--- src/rtl/updown_counter_sequencer.sv ---
// Bus-master sequencer that programs, optionally verifies, starts and monitors the
// 8-bit up/down counter (PLR/ULR/LLR/CCR register file) for a single requester.
module updown_counter_sequencer #(
  parameter int unsigned DW         = 8,
  parameter int unsigned EC_TIMEOUT = 1024
) (
  input  logic          clk,
  input  logic          reset,
  input  logic          cfg_valid,
  output logic          cfg_ready,
  input  logic [DW-1:0] cfg_plr,
  input  logic [DW-1:0] cfg_ulr,
  input  logic [DW-1:0] cfg_llr,
  input  logic [DW-1:0] cfg_ccr,
  input  logic          cfg_verify,
  output logic          busy,
  output logic          done,
  output logic [1:0]    status,
  output logic          ncs,
  output logic          nwr,
  output logic          nrd,
  output logic          a1,
  output logic          a0,
  output logic [DW-1:0] dout,
  output logic          dout_en,
  input  logic [DW-1:0] din,
  output logic          start,
  input  logic          err_in,
  input  logic          ec_in
);

  localparam int unsigned TW       = $clog2(EC_TIMEOUT + 1);
  localparam logic [TW-1:0] TMO_LAST = TW'(EC_TIMEOUT - 1);

  localparam logic [1:0] ST_OK      = 2'd0;
  localparam logic [1:0] ST_VERIFY  = 2'd1;
  localparam logic [1:0] ST_RANGE   = 2'd2;
  localparam logic [1:0] ST_TIMEOUT = 2'd3;

  typedef enum logic [2:0] {
    S_IDLE  = 3'd0,
    S_WR    = 3'd1,
    S_RD    = 3'd2,
    S_CHK   = 3'd3,
    S_START = 3'd4,
    S_RUN   = 3'd5,
    S_DONE  = 3'd6
  } state_e;

  // Selects one of the four counter registers by bus index (00=PLR .. 11=CCR).
  function automatic logic [DW-1:0] reg_sel(input logic [1:0]    idx,
                                            input logic [DW-1:0] p,
                                            input logic [DW-1:0] u,
                                            input logic [DW-1:0] l,
                                            input logic [DW-1:0] c);
    logic [DW-1:0] r;
    case (idx)
      2'd0:    r = p;
      2'd1:    r = u;
      2'd2:    r = l;
      default: r = c;
    endcase
    return r;
  endfunction

  state_e        state_q, state_d;
  logic [1:0]    idx_q, idx_d;
  logic          sub_q, sub_d;
  logic [TW-1:0] tmo_q, tmo_d;
  logic          miss_q, miss_d;
  logic [1:0]    status_q, status_d;
  logic [DW-1:0] plr_q, plr_d, ulr_q, ulr_d, llr_q, llr_d, ccr_q, ccr_d;
  logic          verify_q, verify_d;

  logic          cfg_ready_q, cfg_ready_d;
  logic          busy_q, busy_d;
  logic          done_q, done_d;
  logic          ncs_q, ncs_d;
  logic          nwr_q, nwr_d;
  logic          nrd_q, nrd_d;
  logic [1:0]    addr_q, addr_d;
  logic [DW-1:0] dout_q, dout_d;
  logic          dout_en_q, dout_en_d;
  logic          start_q, start_d;

  logic          accept_c;
  logic          range_bad_c;
  logic          rd_miss_c;

  always_comb begin
    accept_c    = cfg_valid && cfg_ready_q;
    range_bad_c = (cfg_plr < cfg_llr) || (cfg_plr > cfg_ulr) || (cfg_llr > cfg_ulr);
    rd_miss_c   = (din != reg_sel(idx_q, plr_q, ulr_q, llr_q, ccr_q));
  end

  // Next-state and operation bookkeeping.
  always_comb begin
    state_d  = state_q;
    idx_d    = idx_q;
    sub_d    = sub_q;
    tmo_d    = tmo_q;
    miss_d   = miss_q;
    status_d = status_q;
    plr_d    = plr_q;
    ulr_d    = ulr_q;
    llr_d    = llr_q;
    ccr_d    = ccr_q;
    verify_d = verify_q;

    case (state_q)
      S_IDLE: begin
        if (accept_c) begin
          plr_d    = cfg_plr;
          ulr_d    = cfg_ulr;
          llr_d    = cfg_llr;
          ccr_d    = cfg_ccr;
          verify_d = cfg_verify;
          idx_d    = 2'd0;
          sub_d    = 1'b0;
          miss_d   = 1'b0;
          if (range_bad_c) begin
            state_d  = S_DONE;
            status_d = ST_RANGE;
          end else begin
            state_d  = S_WR;
            status_d = ST_OK;
          end
        end
      end
      S_WR: begin
        if (idx_q == 2'd3) begin
          idx_d   = 2'd0;
          sub_d   = 1'b0;
          state_d = verify_q ? S_RD : S_CHK;
        end else begin
          idx_d = idx_q + 2'd1;
        end
      end
      S_RD: begin
        if (!sub_q) begin
          sub_d = 1'b1;
        end else begin
          sub_d  = 1'b0;
          miss_d = miss_q || rd_miss_c;
          if (idx_q == 2'd3) begin
            idx_d = 2'd0;
            if (miss_q || rd_miss_c) begin
              state_d  = S_DONE;
              status_d = ST_VERIFY;
            end else begin
              state_d = S_CHK;
            end
          end else begin
            idx_d = idx_q + 2'd1;
          end
        end
      end
      S_CHK: begin
        if (!sub_q) begin
          sub_d = 1'b1;
        end else begin
          sub_d = 1'b0;
          if (err_in) begin
            state_d  = S_DONE;
            status_d = ST_RANGE;
          end else begin
            state_d = S_START;
          end
        end
      end
      S_START: begin
        state_d = S_RUN;
        tmo_d   = '0;
      end
      S_RUN: begin
        // End-of-cycle takes priority over a coincident timeout.
        if (ec_in) begin
          state_d  = S_DONE;
          status_d = ST_OK;
        end else if (tmo_q == TMO_LAST) begin
          state_d  = S_DONE;
          status_d = ST_TIMEOUT;
        end else begin
          tmo_d = tmo_q + TW'(1);
        end
      end
      S_DONE: begin
        state_d = S_IDLE;
      end
      default: begin
        state_d = S_IDLE;
      end
    endcase
  end

  // Bus and handshake outputs are decoded from the upcoming state so they register in step with it.
  always_comb begin
    cfg_ready_d = (state_d == S_IDLE);
    busy_d      = (state_d != S_IDLE);
    done_d      = (state_d == S_DONE);
    ncs_d       = 1'b1;
    nwr_d       = 1'b1;
    nrd_d       = 1'b1;
    addr_d      = 2'd0;
    dout_d      = '0;
    dout_en_d   = 1'b0;
    start_d     = (state_d == S_START);

    case (state_d)
      S_WR: begin
        ncs_d     = 1'b0;
        nwr_d     = 1'b0;
        addr_d    = idx_d;
        dout_d    = reg_sel(idx_d, plr_d, ulr_d, llr_d, ccr_d);
        dout_en_d = 1'b1;
      end
      S_RD: begin
        ncs_d  = 1'b0;
        nrd_d  = 1'b0;
        addr_d = idx_d;
      end
      S_CHK, S_START, S_RUN: begin
        ncs_d = 1'b0;
      end
      default: begin
        ncs_d = 1'b1;
      end
    endcase
  end

  always_ff @(posedge clk) begin
    if (reset) begin
      state_q     <= S_IDLE;
      idx_q       <= 2'd0;
      sub_q       <= 1'b0;
      tmo_q       <= '0;
      miss_q      <= 1'b0;
      status_q    <= ST_OK;
      plr_q       <= '0;
      ulr_q       <= '0;
      llr_q       <= '0;
      ccr_q       <= '0;
      verify_q    <= 1'b0;
      cfg_ready_q <= 1'b1;
      busy_q      <= 1'b0;
      done_q      <= 1'b0;
      ncs_q       <= 1'b1;
      nwr_q       <= 1'b1;
      nrd_q       <= 1'b1;
      addr_q      <= 2'd0;
      dout_q      <= '0;
      dout_en_q   <= 1'b0;
      start_q     <= 1'b0;
    end else begin
      state_q     <= state_d;
      idx_q       <= idx_d;
      sub_q       <= sub_d;
      tmo_q       <= tmo_d;
      miss_q      <= miss_d;
      status_q    <= status_d;
      plr_q       <= plr_d;
      ulr_q       <= ulr_d;
      llr_q       <= llr_d;
      ccr_q       <= ccr_d;
      verify_q    <= verify_d;
      cfg_ready_q <= cfg_ready_d;
      busy_q      <= busy_d;
      done_q      <= done_d;
      ncs_q       <= ncs_d;
      nwr_q       <= nwr_d;
      nrd_q       <= nrd_d;
      addr_q      <= addr_d;
      dout_q      <= dout_d;
      dout_en_q   <= dout_en_d;
      start_q     <= start_d;
    end
  end

  assign cfg_ready = cfg_ready_q;
  assign busy      = busy_q;
  assign done      = done_q;
  assign status    = status_q;
  assign ncs       = ncs_q;
  assign nwr       = nwr_q;
  assign nrd       = nrd_q;
  assign a1        = addr_q[1];
  assign a0        = addr_q[0];
  assign dout      = dout_q;
  assign dout_en   = dout_en_q;
  assign start     = start_q;

endmodule

--- config.mk ---
export PLATFORM = sky130hd
export DESIGN_NAME = updown_counter_sequencer
export DESIGN_NICKNAME = d
export VERILOG_FILES = /design/src/rtl/updown_counter_sequencer.sv
export SDC_FILE = /design/constraint.sdc
export NUM_CORES = 1
export LEC_CHECK = 0
export CAP_MARGIN = 20
export CORE_MARGIN = 2
export CORE_UTILIZATION = 40
export DETAILED_ROUTE_END_ITERATION = 16
export SYNTH_ARGS = -nofsm -noshare
export SYNTH_HDL_FRONTEND = slang
export SYNTH_SLANG_ARGS = --single-unit
--- constraint.sdc ---
create_clock -name clk -period 7.67 [get_ports clk]
set_clock_uncertainty 0.05 [all_clocks]
set_input_delay 1.534 -clock clk [delete_from_list [all_inputs] [get_ports clk]]
set_output_delay 1.534 -clock clk [all_outputs]
set_load 0.05 [all_outputs]
==> Implementation_results.wiki, run 1 <==
{| class="wikitable"
! Metric !! Value
|-
| Top fanout value on the critical path || 12
|-
| Average wire per cell in the routed design || 16.55 um
|-
| Highest attainable clock frequency || 237.1 MHz
|-
| Detailed-route vias per instance || 5.541
|-
| Core area || 0.009819 mm^2
|-
| Hold Startpoint || verify_q
|-
| Final critical-path required period || 4.218 ns
|-
| Hold Fails Final Rpt || 0
|-
| Clock latency at the later pin of the worst-skew pair || ~0.36 ns
|-
| DR vias || 3,768
|-
| Number of placement rows || 36
|-
| CTS max path bufs || 2
|-
| Hold Buf Count CTS || 0
|-
| Startpoint of the worst register-to-register path || idx_q[1]
|-
| Proportion of synthesized flip-flops having asynchronous set or reset || 0%
|-
| Classification of the worst setup path || input pin to flip-flop
|-
| R2R depth || 9
|-
| Number of antenna violations at the first check in global routing || 0
|-
| Capturing element type of the critical path || flip-flop
|-
| Fraction of layout cells with a size suffix above 1 || 8.775%
|-
| IO Pins || 66
|-
| Input/output buffers || 65
|-
| Power, Total || 1.500 mW
|-
| Register bit count reported by yosys || 71
|-
| Class of the worst hold path || flip-flop to flip-flop
|-
| Detailed-routing iteration count for the pre-antenna-repair pass || 5
|-
| CTS clock-pin slew for the worst setup and hold paths || 0.07 ns
|-
| Cell count after synthesis || 489
|-
| Remaining Overflow, GRT || 0
|-
| RSZ-0062 raised after global routing || false
|-
| CP arrival || 4.42 ns
|-
| Total negative slack for setup checks || 0 ns
|-
| Total track usage || a little over a fifth
|-
| Share of the yosys chip area belonging to registers || between 30% and 40%
|-
| Most instantiated flip-flop cell in the synthesis netlist || sky130_fd_sc_hd__dfxtp_1
|-
| DP Wirelength || 8205 um
|-
| Max-slew headroom at the worst pin || 34.57%
|-
| Family with the most delay on the worst path || simple AND/OR/NAND/NOR gates
|-
| Wire length reported by the detailed router || 11,260 um
|-
| Cell area after synthesis || 0.004076 mm^2
|-
| Count of pins over their slew limit || 0
|-
| Initial core utilization || 41.51%
|-
| TritonCTS Buffers || 9
|-
| Clock tree root buffer cell || sky130_fd_sc_hd__clkbuf_8
|-
| Power density of the placed cells || 297.0 mW/mm^2
|-
| Average cell area after synthesis || 8.336 um^2
|-
| Via count of the first global-routing pass || 3,518
|-
| Routability cong. || roughly 0.83
|-
| Syn nets || between 500 and 600
|-
| Number of warnings reported in the yosys synthesis log || 0
|-
| Standby leakage power || 1.827 nW
|-
| Number of remaining DRC errors || 0
|-
| Number of stages on the worst setup path || 10
|-
| CTS sink count || just over 70
|-
| Die ar. || roughly 0.011 mm^2
|-
| Number of inserted diodes || 0
|-
| Slew at the pin closest to its max-slew limit || around 0.98 ns
|-
| Slowest cell on crit path || sky130_fd_sc_hd__clkdlybuf4s50_1
|-
| Vertical die dimension || 105.0 um
|-
| Final net count || 616
|-
| CTS H-tree depth || 3
|-
| Number of unique standard cell types used by synthesis || 53
|-
| First-pass GRT wire length || 18,170 um
|-
| Pin count of the biggest net entering global routing || 51
|-
| Detail Route Antenna Nets || 0
|-
| Startpoint of the most critical setup path || cfg_ulr[1]
|-
| Die X-Extent || around 100 um
|-
| Clock tree from TritonCTS || done
|-
| Final cycle utilization of the critical path || 55.00%
|-
| Post-synth EDFFs || 0
|-
| MaxCap Viol Count || 0
|-
| Number of buffers and inverters on the critical path || 2
|-
| Critical path, cell by cell || clkdlybuf4s50_1 -> inv_1 -> ha_1 -> nor2b_1 -> o211ai_1 -> a21oi_1 -> o22ai_1 -> a21o_1 -> nand3_1 -> or2_1
|-
| Req. time, crit path || 7.87 ns
|-
| Outcome || finished clean
|-
| Count of cells along the worst hold path || 2
|-
| Startpoint type of the worst setup path || input pin
|-
| Peak ir drop on the vdd network || approximately 0.14 mV
|-
| Number of setup violations in the final report || 0
|-
| Area added between synthesis and finish || 23.94%
|-
| Biggest cell delay along the critical path || roughly 0.49 ns
|-
| Number of design-rule violations left by the first detailed-router iteration || 223
|-
| Buffers inserted by post-CTS timing repair || 0
|-
| Post_cts resized || 0
|}
==> synth_stat cells, types with 10 or more instances <==
master / n / area (um^2)
sky130_fd_sc_hd__a21oi_1: 52 / 260.3
sky130_fd_sc_hd__clkbuf_1: 18 / 67.56
sky130_fd_sc_hd__dfxtp_1: 71 / 1421
sky130_fd_sc_hd__ha_1: 28 / 350.3
sky130_fd_sc_hd__inv_1: 30 / 112.6
sky130_fd_sc_hd__mux2_2: 16 / 180.2
sky130_fd_sc_hd__mux2i_1: 16 / 160.2
sky130_fd_sc_hd__nand2_1: 87 / 326.6
sky130_fd_sc_hd__nand4_1: 11 / 68.82
sky130_fd_sc_hd__nor2_1: 18 / 67.56
sky130_fd_sc_hd__o21ai_0: 14 / 70.07
sky130_fd_sc_hd__xnor2_1: 10 / 87.58
==> layer usage <==
metal	GRT usage [%]	part of all wire [%]
met3	3.681	4.2
met4	7.524	1.8
met1	26.97	46
met2	35.16	48
met5	0	0
==> placed cells by master, fill, tap and decap left out, types with 3 or more instances in the layout <==
cell type,count
sky130_fd_sc_hd__buf_4,3
sky130_fd_sc_hd__and3_1,3
sky130_fd_sc_hd__xor2_1,5
sky130_fd_sc_hd__a211oi_1,3
sky130_fd_sc_hd__o31ai_1,3
sky130_fd_sc_hd__clkbuf_1,3
sky130_fd_sc_hd__bufinv_16,3
sky130_fd_sc_hd__nor2_1,18
sky130_fd_sc_hd__or3_1,4
sky130_fd_sc_hd__a21oi_1,52
sky130_fd_sc_hd__nand3_1,9
sky130_fd_sc_hd__a31oi_1,6
sky130_fd_sc_hd__nor3_2,8
sky130_fd_sc_hd__mux2i_1,16
sky130_fd_sc_hd__dfxtp_1,71
sky130_fd_sc_hd__clkdlybuf4s50_1,64
sky130_fd_sc_hd__o21ai_0,14
sky130_fd_sc_hd__o221ai_1,9
sky130_fd_sc_hd__o211ai_1,6
sky130_fd_sc_hd__nand4_1,11
sky130_fd_sc_hd__inv_1,30
sky130_fd_sc_hd__mux2_2,16
sky130_fd_sc_hd__nor2b_1,8
sky130_fd_sc_hd__xnor2_1,10
sky130_fd_sc_hd__nor3_1,3
sky130_fd_sc_hd__clkbuf_8,10
sky130_fd_sc_hd__nand2_1,87
sky130_fd_sc_hd__ha_1,28
sky130_fd_sc_hd__a222oi_1,8
sky130_fd_sc_hd__nand2b_1,4
==> state kept, by name, summed over array words and instances (netlist names), 2 cells and up <==
name and count:
addr_q 2, idx_q 2, tmo_q 11, dout 8, plr_q 8, state_q 3, status 2, ccr_q 8
llr_q 8, ulr_q 8
==> cell families after synthesis <==
family,Yosys count,synth area share [%]
AOI/OAI and AO/OA,120,19.46
DFF,71,34.87
and+or+nand+nor,167,19.95
adders and majority gates,28,8.594
muxes,32,8.349
xor gates and xnor gates,15,3.223
buffers and inverters,56,5.555
==> final timing paths <==
kind	end	slack, ns
worst max-delay path	nrd	3.45
worst min-delay path	verify_q	0.42
worst max register to register	nrd	3.98
worst min register to register	verify_q	0.42
==> report_power, final <==
group          internal, mW  switching [mW]
combinational         0.228           0.399
sequential            0.440          0.0662
clock                 0.226           0.142
total                 0.893           0.607
==> worst register-to-register path, delay by kind of cell, from the launching register on <==
kind / cells / cell delay, ns
muxes: 1 / 0.14
DFF: 1 / 0.38
AOI/OAI and AO/OA: 2 / 1.03
xor gates and xnor gates: 1 / 0.23
buffers and inverters: 1 / 0.12
adders and majority gates: 1 / 0.36
and+or+nand+nor: 3 / 1.27
==> metrics by stage <==
step / cells / instance area (um^2) / setup WS (ns) / hold slack [ns] / utilization (%)
after floorplan: 489 / 4076 / 4.330 / 0.3864 / -
after global placement: 664 / 4813 / 3.138 / 0.4042 / 49.02
after detailed placement: 664 / 4813 / 3.101 / 0.4073 / 49.02
after CTS: 680 / 5052 / 3.465 / 0.4193 / 51.45
after global routing: 680 / 5052 / 3.240 / 0.4353 / 51.45
final: 680 / 5052 / 3.452 / 0.4190 / 51.45
==> cell type report <==
cell class	count	area, um^2
inverters	30	112.6
multi-input cells	362	2445
clock buffers	13	148.9
fillers	1035	4767
repair buffers	68	668.1
flip-flops and latches	71	1421
clock inverters	3	90.09
well taps	133	166.4
Note: power is estimated with default switching activity, not from simulation.
==> run 2, diff against run 1 <==
PLACE_DENSITY = 0.65   (was default)
clock period = 3.7 ns   (was 7.67 ns; I/O delays follow)
==> run 2 against run 1 <==
Against the previous run:
- die area did not move
- flip-flop and latch count did not move
- sequential share of layout area fell by 0.13 points
- critical path depth fell by 1
- register-to-register slack got worse by 3.6 ns
- count of clock-buffer cells in the layout fell by 1
- total power rose by 99%
- largest power group unchanged
- critical endpoint is now addr_q[0]
- first-iteration DRC count rose by 28%
- via count fell by 0.66%
==> Implementation_results.wiki, run 2 (synthesis gave the netlist of run 1 again) <==
{| class="wikitable"
! Metric !! Value
|-
| Clock latency at the later pin of the worst-skew pair || 0.35 ns
|-
| Final cycle utilization of the critical path || 89.65%
|-
| Wire length reported by the detailed router || 10,830 um
|-
| Area added between synthesis and finish || 24.52%
|-
| Number of filler cells placed in the layout || roughly 990
|-
| Clock tree root buffer cell || sky130_fd_sc_hd__clkbuf_8
|-
| Final critical-path required period || 3.317 ns
|-
| Classification of the worst setup path || flip-flop to flip-flop
|-
| RSZ-0062 raised after global routing || false
|-
| Standby leakage power || about 1.9 nW
|-
| Number of inserted diodes || 0
|-
| Count of pins over their slew limit || 0
|-
| Number of setup violations in the final report || 0
|-
| Max FFs per register || 11
|-
| Final net count || 625
|-
| Detailed-route vias per instance || 5.433
|-
| Fraction of layout cells with a size suffix above 1 || 10.25%
|-
| Total track usage || 20.09%
|-
| First-pass GRT wire length || around 18,000 um
|-
| IO Pins || 66
|-
| Number of antenna violations at the first check in global routing || 0
|-
| Number of remaining DRC errors || 0
|-
| CTS max path bufs || 2
|-
| Non-filler cells in the finished layout || 689
|-
| CTS sink count || 71
|-
| DR vias || 3,743
|-
| Req. time, crit path || 3.90 ns
|-
| DP Wirelength || 8286 um
|-
| Post_cts resized || 0
|-
| Average wire per cell in the routed design || 15.72 um
|-
| Routability cong. || around 0.86
|-
| Peak ir drop on the vdd network || between 0.3 and 0.4 mV
|-
| Startpoint type of the worst setup path || flip-flop
|-
| Capturing element type of the critical path || flip-flop
|-
| Power density of the placed cells || 589.7 mW/mm^2
|-
| Detail Route Antenna Nets || 0
|-
| Power, Total || 2.993 mW
|-
| Number of placement rows || 36
|-
| Die ar. || 0.01101 mm^2
|-
| CTS clock-pin slew for the worst setup and hold paths || 0.08 ns
|-
| Outcome || finished clean
|-
| Clock tree from TritonCTS || done
|-
| Die X-Extent || 105.0 um
|-
| Total negative slack for setup checks || 0 ns
|-
| CP arrival || 3.52 ns
|-
| Top fanout value on the critical path || 12
|-
| Initial core utilization || between 40% and 50%
|-
| Max-slew headroom at the worst pin || 58.26%
|-
| Buffers inserted by post-CTS timing repair || 0
|-
| Pin count of the biggest net entering global routing || 43
|-
| Number of design-rule violations left by the first detailed-router iteration || 286
|-
| Hold Buf Count CTS || 0
|-
| Highest attainable clock frequency || about 300 MHz
|-
| Input/output buffers || 65
|-
| Vertical die dimension || around 100 um
|-
| Core area || 0.009819 mm^2
|-
| Hold Fails Final Rpt || 0
|-
| Detailed-routing iteration count for the pre-antenna-repair pass || 6
|-
| Highest-count cells in the layout ignoring fill and taps || sky130_fd_sc_hd__nand2_1, sky130_fd_sc_hd__dfxtp_1, sky130_fd_sc_hd__clkdlybuf4s50_1
|-
| Via count of the first global-routing pass || 3,597
|-
| Instance count after placement with tap cells included || roughly 670
|-
| Remaining Overflow, GRT || 0
|-
| Class of the worst hold path || flip-flop to flip-flop
|-
| CTS H-tree depth || 3
|-
| Largest register by flop count || tmo_q
|-
| Slew at the pin closest to its max-slew limit || 0.6207 ns
|-
| Most common library cell in the layout ignoring fill and taps || sky130_fd_sc_hd__nand2_1
|-
| TritonCTS Buffers || 9
|-
| MaxCap Viol Count || 0
|}
run 2: cell types whose count changed in the layout (fill, tap and decap cells not counted), sizes merged:
cell / delta
buf: +8
bufinv: -2
clkbuf: -1
clkdlybuf4s50: +1
clkinv: +3
run 2: path summary, 6_finish.rpt:
| kind | start | to | slack, ns | depth (start not counted) |
|---|---|---|---|---|
| setup / recovery | idx_q[1] | addr_q[0] | 0.38 | 9 |
| hold / removal | verify_q | verify_q | 0.41 | 2 |
| setup reg to reg | idx_q[1] | addr_q[0] | 0.38 | 9 |
| hold reg to reg | verify_q | verify_q | 0.41 | 2 |
run 2: layer usage:
metal  track usage (%)  share of wire [%]  vias to the layer above
met1             25.83                 46                     1743
li1                  -                  -                     1878
met5                 0                  0                        -
met3             3.805                4.5                       18
met2             33.16                 47                      104
met4             7.905                2.3                        0
run 2: through the flow:
step           setup WS [ns]  hold slack [ns]  utilization, %  area (um^2)
2_1_floorplan         0.9720           0.3864               -         4076
3_3_place_gp          0.2387           0.4007           49.76         4886
3_5_place_dp          0.1417           0.4040           49.76         4886
4_1_cts               0.3567           0.4142           51.69         5076
5_1_grt               0.1520           0.4284           51.69         5076
6_report              0.3829           0.4127           51.69         5076
run 2: layout make-up:
class / instances / area (um^2) / area share [%]
Multi-Input combinational cell: 362 / 2445 / 48.16
Tap cell: 133 / 166.4 / 3.278
Timing Repair Buffer: 77 / 740.7 / 14.59
Clock inverter: 4 / 45.04 / 0.8874
Clock buffer: 12 / 145.1 / 2.859
Inverter: 30 / 112.6 / 2.218
Sequential cell: 71 / 1421 / 28.00
run 2: critical path, stage by stage, from the launching register on:
cell and delay (ns):
sky130_fd_sc_hd__dfxtp_1 0.40, sky130_fd_sc_hd__inv_1 0.12, sky130_fd_sc_hd__ha_1 0.33, sky130_fd_sc_hd__a222oi_1 0.35, sky130_fd_sc_hd__mux2i_1 0.14, sky130_fd_sc_hd__xnor2_1 0.22, sky130_fd_sc_hd__nand4_1 0.21, sky130_fd_sc_hd__or4_4 0.57
sky130_fd_sc_hd__a211o_1 0.52, sky130_fd_sc_hd__a211oi_1 0.32
run 2: power breakdown:
group / internal [mW] / switching (mW)
Clock: 0.327 / 0.287
Sequential: 0.912 / 0.134
Combinational: 0.494 / 0.840
Total: 1.73 / 1.26
